[src/rtl/piso_pkg.sv]
// Shared definitions for the framed serial link (transmitter and receiver).
package piso_pkg;

  // Frame sequencing states, 2-bit encoded so both ends agree on the values.
  typedef enum logic [1:0] {
    IDLE  = 2'd0,
    START = 2'd1,
    DATA  = 2'd2,
    STOP  = 2'd3
  } piso_state_e;

  // Line levels on the serial wire.
  localparam logic LINE_IDLE = 1'b1;
  localparam logic START_BIT = 1'b0;
  localparam logic STOP_BIT  = 1'b1;

  // Counter width able to hold 0..n-1, never narrower than one bit.
  function automatic int unsigned cnt_width(input int unsigned n);
    return (n <= 1) ? 1 : $clog2(n);
  endfunction

endpackage

[src/rtl/piso_serial_tx_bit_timer.sv]
// Per-bit cycle counter: counts 0..BIT_CYCLES-1 while run is high and
// flags the last cycle of each bit. Restarts from 0 whenever run drops.
module bit_timer
  import piso_pkg::*;
#(
  parameter int unsigned BIT_CYCLES = 4
) (
  input  logic clock,
  input  logic clear,
  input  logic run,
  output logic bit_end
);

  localparam int unsigned CW = cnt_width(BIT_CYCLES);
  localparam logic [CW-1:0] TERM = CW'(BIT_CYCLES - 1);

  logic [CW-1:0] cnt_q;

  // Cycle counter, wraps at the terminal value so it never exceeds it.
  always_ff @(posedge clock) begin
    if (clear || !run) begin
      cnt_q <= '0;
    end else if (cnt_q == TERM) begin
      cnt_q <= '0;
    end else begin
      cnt_q <= cnt_q + CW'(1);
    end
  end

  assign bit_end = run && (cnt_q == TERM);

endmodule

[src/rtl/piso_serial_tx.sv]
// Framed parallel-in/serial-out transmitter: start bit, LSB-first payload,
// stop bit, each bit held for BIT_CYCLES clocks.
//
// state | meaning
// IDLE  | line high, ready for a word
// START | driving the start bit (0)
// DATA  | driving payload bit idx_q from shreg_q[0]
// STOP  | driving the stop bit (1); done pulses as it ends
module piso_serial_tx
  import piso_pkg::*;
#(
  parameter int unsigned DATA_WIDTH = 8,
  parameter int unsigned BIT_CYCLES = 4
) (
  input  logic                  clock,
  input  logic                  clear,
  input  logic [DATA_WIDTH-1:0] d_in,
  input  logic                  load_valid,
  output logic                  load_ready,
  output logic                  serial_out,
  output logic                  busy,
  output logic                  done
);

  localparam int unsigned IW = cnt_width(DATA_WIDTH);
  localparam logic [IW-1:0] LAST_IDX = IW'(DATA_WIDTH - 1);

  piso_state_e           state_q;
  logic [DATA_WIDTH-1:0] shreg_q;
  logic [DATA_WIDTH-1:0] shreg_shifted;
  logic [IW-1:0]         idx_q;
  logic                  ready_q;
  logic                  line_q;
  logic                  busy_q;
  logic                  done_q;
  logic                  bit_end;

  assign shreg_shifted = shreg_q >> 1;

  // The timer runs for the whole frame; busy_q is high exactly then.
  bit_timer #(
    .BIT_CYCLES(BIT_CYCLES)
  ) u_bit_timer (
    .clock  (clock),
    .clear  (clear),
    .run    (busy_q),
    .bit_end(bit_end)
  );

  // Frame sequencer with registered line and handshake outputs.
  always_ff @(posedge clock) begin
    if (clear) begin
      state_q <= IDLE;
      shreg_q <= '0;
      idx_q   <= '0;
      line_q  <= LINE_IDLE;
      ready_q <= 1'b1;
      busy_q  <= 1'b0;
      done_q  <= 1'b0;
    end else begin
      done_q <= 1'b0;
      case (state_q)
        IDLE: begin
          if (load_valid && ready_q) begin
            shreg_q <= d_in;
            idx_q   <= '0;
            state_q <= START;
            line_q  <= START_BIT;
            ready_q <= 1'b0;
            busy_q  <= 1'b1;
          end
        end
        START: begin
          if (bit_end) begin
            state_q <= DATA;
            line_q  <= shreg_q[0];
            idx_q   <= '0;
          end
        end
        DATA: begin
          if (bit_end) begin
            if (idx_q < LAST_IDX) begin
              shreg_q <= shreg_shifted;
              line_q  <= shreg_shifted[0];
              idx_q   <= idx_q + IW'(1);
            end else begin
              state_q <= STOP;
              line_q  <= STOP_BIT;
            end
          end
        end
        STOP: begin
          if (bit_end) begin
            state_q <= IDLE;
            line_q  <= LINE_IDLE;
            ready_q <= 1'b1;
            busy_q  <= 1'b0;
            done_q  <= 1'b1;
          end
        end
        default: state_q <= IDLE;
      endcase
    end
  end

  assign load_ready = ready_q;
  assign serial_out = line_q;
  assign busy       = busy_q;
  assign done       = done_q;

endmodule

[config.mk]
export PLATFORM = sky130hd
export DESIGN_NAME = piso_serial_tx
export DESIGN_NICKNAME = d
export VERILOG_FILES = /design/src/rtl/piso_pkg.sv /design/src/rtl/piso_serial_tx_bit_timer.sv /design/src/rtl/piso_serial_tx.sv
export SDC_FILE = /design/constraint.sdc
export NUM_CORES = 1
export LEC_CHECK = 0
export ABC_AREA = 1
export CAP_MARGIN = 0
export CELL_PAD_IN_SITES_DETAIL_PLACEMENT = 0
export CELL_PAD_IN_SITES_GLOBAL_PLACEMENT = 1
export CORE_MARGIN = 2
export CORE_UTILIZATION = 30
export DETAILED_ROUTE_END_ITERATION = 10
export GPL_TIMING_DRIVEN = 0
export PLACE_DENSITY = 0.63
export SETUP_SLACK_MARGIN = 0.2
export SYNTH_ARGS = -nofsm -noshare
export SYNTH_HDL_FRONTEND = slang
export SYNTH_HIERARCHICAL = 1
export SYNTH_SLANG_ARGS = --single-unit
[constraint.sdc]
create_clock -name clock -period 1.69 [get_ports clock]
set_input_delay 0.338 -clock clock [delete_from_list [all_inputs] [get_ports clock]]
set_output_delay 0.338 -clock clock [all_outputs]
set_load 0.05 [all_outputs]
* Yosys cells after proc, flatten, opt, wreduce, memory -nomap -nowiden *
Cells that the tools add are included.

cells by class
  eq/ne operators = 10
  reductions and logical operators = 15
  add/subtract/negate cells = 2
  multiplexer cells = 26
  order comparisons = 1
  bitwise logic cells = 1

operators by type and width
  cell                                                              number
  8-bit 2-to-1 mux                                                  3
  8-bit case mux with 2 select lines                                1
  3-bit 2-to-1 mux                                                  4
  2-bit != test (second input constant)                             6
  2-bit 2-to-1 mux                                                  5
  5-bit AND reduction                                               2
  3-bit case mux with 3 select lines                                1
  1-bit 2-to-1 mux                                                  8
  2-bit case mux with 4 select lines                                1
  4-bit AND reduction                                               2
  2-bit == test (second input constant)                             3
  1-bit case mux with 2 select lines                                2
  1-bit case mux with 4 select lines                                1
  2-bit nonzero test                                                2
  2-bit OR reduction                                                2
  3-bit by 1-bit adder with 3-bit output (second input constant)    1
  3-bit < comparator (second input constant)                        1
  3-bit AND reduction                                               1
  3-bit nonzero test                                                1
  2-bit by 1-bit adder with 2-bit output (second input constant)    1
  2-bit by 1-bit == test with 1-bit output (second input constant)  1
  1-bit logical AND                                                 2
  2-bit zero test                                                   1
  1-bit zero test                                                   1
  2 further kinds                                                   2

word-level totals
  output and inout bits = 4
  flip-flop bits (word level) = 19
  word-level logic and storage cells = 63

* Logic depth before layout (Yosys ltp) *
  word-level depth = 4
  mapped depth = 11

* Hierarchy *
The synthesis kept the hierarchy.

modules (own cells, without submodules)
  module          area each (µm²)  cells each  instances  seq. area each (µm²)
  piso_serial_tx  969.7            138         1          340.3
  bit_timer       88.8             11          1          40.0

* Least setup slack after synthesis *
Ideal clock, no wire load.

  path type = flip-flop to flip-flop
  start point = register busy_q (netlist: busy)
  end point = register shreg_q[0]
  path buffers = 0
  arrival time = 1,441 ps
  period minus slack after synthesis = 1,505 ps
  stages on the path, launching flop included = 9
  slack = 185 ps
  setup time = 64 ps
  cell sequence = dfxtp_1 > nand2_1 > inv_1 > inv_1 > nand2_1 > nand2_2 > nor3_4 > nor2_1 > nor2_1

between the ends
  longest elaborated chain between the ends = 3

RTL lines
  element                        line                            source
  start: declaration             piso_serial_tx.sv:34            logic busy_q;
  start signal: assignment       piso_serial_tx.sv:58            busy_q <= 1'b0;
  start signal: assignment       piso_serial_tx.sv:70            busy_q <= 1'b1;
  start signal: assignment       piso_serial_tx.sv:97            busy_q <= 1'b0;
  1-bit logical AND              piso_serial_tx_bit_timer.sv:30  assign bit_end = run && (cnt_q == TERM);
  named net bit_end              piso_serial_tx.sv:36            logic bit_end;
  2-bit != test (no line)        n/a
  4-bit AND reduction (no line)  n/a
  end signal: assignment         piso_serial_tx.sv:65            shreg_q <= d_in;
  end signal: assignment         piso_serial_tx.sv:83            shreg_q <= shreg_shifted;
  end: declaration               piso_serial_tx.sv:29            logic [DATA_WIDTH-1:0] shreg_q;

The timed path passes the listed nets, and every way through them passes these cells.
A chain may end at the register's enable or synchronous reset.

* Worst setup path after layout *
  start point = register busy_q (netlist: busy)
  end point = output port busy

RTL lines
  element           line                  source
  end: declaration  piso_serial_tx.sv:21  output logic busy,

No word-level cell between the ends.

==> results summary <==
The flow ran to the end, and the final reports show no timing, DRC or antenna violations. In the routed design, unresolved DRC markers number 0. Before antenna repair, the detailed router went through 5 iterations.

Data arrives at the worst endpoint at 1.06 ns. In this run the power density over the cells is 1650 nW/um2. The worst path required time came out at 1.35 ns. The CTS sink count came out at 19. Counting I/O delays and the setup requirement, the final critical path takes 1.40 ns. The post-synthesis sequential area ratio is 0.359. The I/O pin total is 15. The synthesized area divided by synthesized cell count is 7.10 um2. The remaining antenna violation count came out at 0.

Dividing the detail-routed via count by the number of cells gives 4.50. Setup repair after global routing left no endpoint under its margin. STA classifies the critical path startpoint as a flip-flop. The final antenna diode count came out at 0. The total buffers and inverters traversed by the critical path came out at 1. The maximum clock rate came out at 0.717 GHz. The routed wire length came out at 2490 um.

The count of final max-slew check failures came to 0. STA classifies the critical path endpoint as an output pin. The HPWL after detailed placement is 1730 um. The min-delay analysis places its worst path in the category flip-flop to flip-flop. The net count after synthesis is 166. The longest individual stage delay on the worst path came out at 0.38 ns. Synthesis produced a netlist whose cell count is 149. The effective utilization at floorplan is 0.315. The count of H-tree levels built during CTS is 1. For this run, the number of Yosys warnings is 6.

The number of global-route vias before repair came to 986. The number of different library cells in the post-synthesis netlist is 22. The initial antenna violation count came to 0. The TritonCTS clock tree is done. The height of the chip came out at 63.4 um. The final hold violation count is 0. The count of hold-fix buffers inserted at cts is 0. The tree is rooted in a clkbuf_4. The first global-routing pass estimated 4380 um of wire. The initialized floorplan defines 21 standard-cell rows. The actual slew at the worst max-slew pin is 0.299 ns. The signal on the critical path passes through clkdlybuf4s15_2. The post-synthesis register bit count came out at 19. The setup path with the least slack is of type flip-flop to output pin. The utilization after layout came out at 0.402. The final cycle utilization of the critical path is 0.826. Entering global routing, the biggest net connects 12 pins. The clock edge transition at the registers on the reported setup and hold paths is 0.12 ns. The standby leakage power is 0.570 nW. The count of buffers added on input and output ports is 14.

The clock tree buffer depth is 2. The overall die area came out at 4020 um2. Summing every instance area after synthesis gives 1060 um2.

The detailed router placed 967 vias in this run. The number of violations reported at the end of detailed-routing iteration 0 came out at 34. The aggregate negative setup slack came out at 0 ns. In this run the horizontal extent of the chip is 63.4 um. For this design, the slowest cell found on the critical path is dfxtp_2. The detail-routed net length per standard cell came out at 11.6 um. The worst-skew pair later-pin latency is 0.31 ns. Setup violations remaining at the end of the flow were counted as 0. The total overflow left after global routing is 0. Broken down by cell family, the worst path's largest delay share belongs to flip-flops.

The highest fanout seen on the critical path is 4. Routability-driven placement finished with a final weighted congestion of 0.713. In the global route stage, overall resource usage came out at 0.138. The worst pin sits at a relative slew slack of 0.799. The number of max-cap violations came out at 0.

Across the VDD grid, the largest voltage drop is 0.650 mV. The share of final-layout standard cells stronger than drive strength 1 came out at 0.225. The total CTS buffers came out at 3.

The final clock skew came out at 0.00393 ns. From synthesis to final layout, the design area changed by 27.8%. The number of nets in the finished design came out at 187.

The total area inside the core boundary comes to 3360 um2.
sequential cells by signal, indices dropped and copies added (netlist names):
register,cells
busy,1
done,1
idx_q,3
load_ready,1
serial_out,1
shreg_q,8
state_q,2
u_bit_timer/cnt_q,2
worst register-to-register path, stage by stage, from the launching register on:
cell	delay [ns]
dfxtp_2	0.39
inv_1	0.10
ha_4	0.20
nand2_2	0.11
nand2_4	0.09
nor2_2	0.17
nand2_2	0.09
nand2_1	0.06
nand2_1	0.04
nor2_1	0.07
placed cells by master (no fill, tap or decap), types with 2 or more instances in the layout:
master / instances
nand2_1: 37
nor2_1: 21
nand3_1: 16
dfxtp_1: 15
inv_1: 11
clkdlybuf4s50_1: 10
a21boi_0: 6
nor2_4: 5
nand2_2: 4
ha_1: 4
dfxtp_2: 4
inv_2: 3
buf_4: 3
a21oi_1: 3
clkbuf_4: 3
buf_2: 2
a21oi_2: 2
o211ai_1: 2
nor3_1: 2
ha_4: 2
clkdlybuf4s15_2: 2
cell usage after synthesis:
master | number | share of area
o21ai_0 | 1 | 0.0047
nor2_1 | 22 | 0.078
nor3_4 | 1 | 0.015
dfxtp_1 | 19 | 0.36
ha_1 | 6 | 0.071
nand3_1 | 16 | 0.076
a21oi_2 | 2 | 0.017
nor2_2 | 2 | 0.012
nor3_1 | 2 | 0.0095
nand4_1 | 1 | 0.0059
a21boi_0 | 7 | 0.050
buf_2 | 2 | 0.0095
nand3_2 | 1 | 0.0095
clkinv_1 | 1 | 0.0035
inv_2 | 1 | 0.0035
buf_6 | 1 | 0.011
a21oi_1 | 3 | 0.014
nand2_1 | 39 | 0.14
o211ai_1 | 2 | 0.014
nor2_4 | 3 | 0.032
inv_1 | 14 | 0.050
nand2_2 | 3 | 0.018
area by class of cell:
| class | count | area, um2 |
|---|---|---|
| Fill cell | 379 | 2010 |
| Multi-Input combinational cell | 111 | 644 |
| Sequential cell | 19 | 385 |
| Timing Repair Buffer | 16 | 148 |
| Inverter | 16 | 62.6 |
| Tap cell | 46 | 57.6 |
| Buffer | 3 | 27.5 |
| Clock buffer | 3 | 22.5 |
| Clock inverter | 1 | 5.00 |
worst paths after layout:
check	startpoint	end	slack, ns	depth (start not counted)
setup / recovery	busy$_SDFFE_PP0P_	busy	0.29	1
hold / removal	u_bit_timer/cnt_q[0]$_SDFF_PP0_	u_bit_timer/cnt_q[0]$_SDFF_PP0_	0.41	1
hold reg to reg	u_bit_timer/cnt_q[0]$_SDFF_PP0_	u_bit_timer/cnt_q[0]$_SDFF_PP0_	0.41	1
setup reg to reg	state_q[1]$_SDFFE_PP0P_	idx_q[1]$_SDFFE_PP0P_	0.31	9
repair_timing:
item                       CTS  global route
gates resized for setup     15            19
setup endpoints to repair   18            16
setup buffers                2             0
pin swaps                    1             3
hold endpoints to repair     0             0
layer usage:
layer / vias up / GRT usage / share of wire
li1: 514 / - / -
met1: 434 / 0.175 / 0.46
met4: 0 / 0.0571 / 0.016
met2: 15 / 0.230 / 0.48
met3: 4 / 0.0250 / 0.041
met5: - / 0 / 0
per-stage QoR:
stage          power (mW)  cell area [um2]  worst slack (ns)  hold WS (ns)  cells
2_1_floorplan        1.57             1060             0.278         0.396    149
3_3_place_gp         1.83             1260           -0.0189         0.403    209
3_5_place_dp         1.85             1260          -0.00138         0.414    209
4_1_cts              2.17             1310             0.209         0.433    215
5_1_grt              2.48             1350             0.178         0.425    215
6_report             2.23             1350             0.295         0.410    215
cell families (layout without fill, tap and decap cells):
logic type / after synthesis / count (layout) / share of synthesized area
simple gates: 90 / 90 / 0.394
flops: 19 / 19 / 0.359
buf+inv: 19 / 39 / 0.0768
compound gates: 15 / 15 / 0.0993
fa+ha+maj: 6 / 6 / 0.0709
power breakdown:
group / total, mW / switching (mW) / internal [mW]
combinational: 1.26 / 0.773 / 0.491
clock: 0.248 / 0.159 / 0.0885
sequential: 0.719 / 0.102 / 0.617
Note: power is estimated with default switching activity, not from simulation.
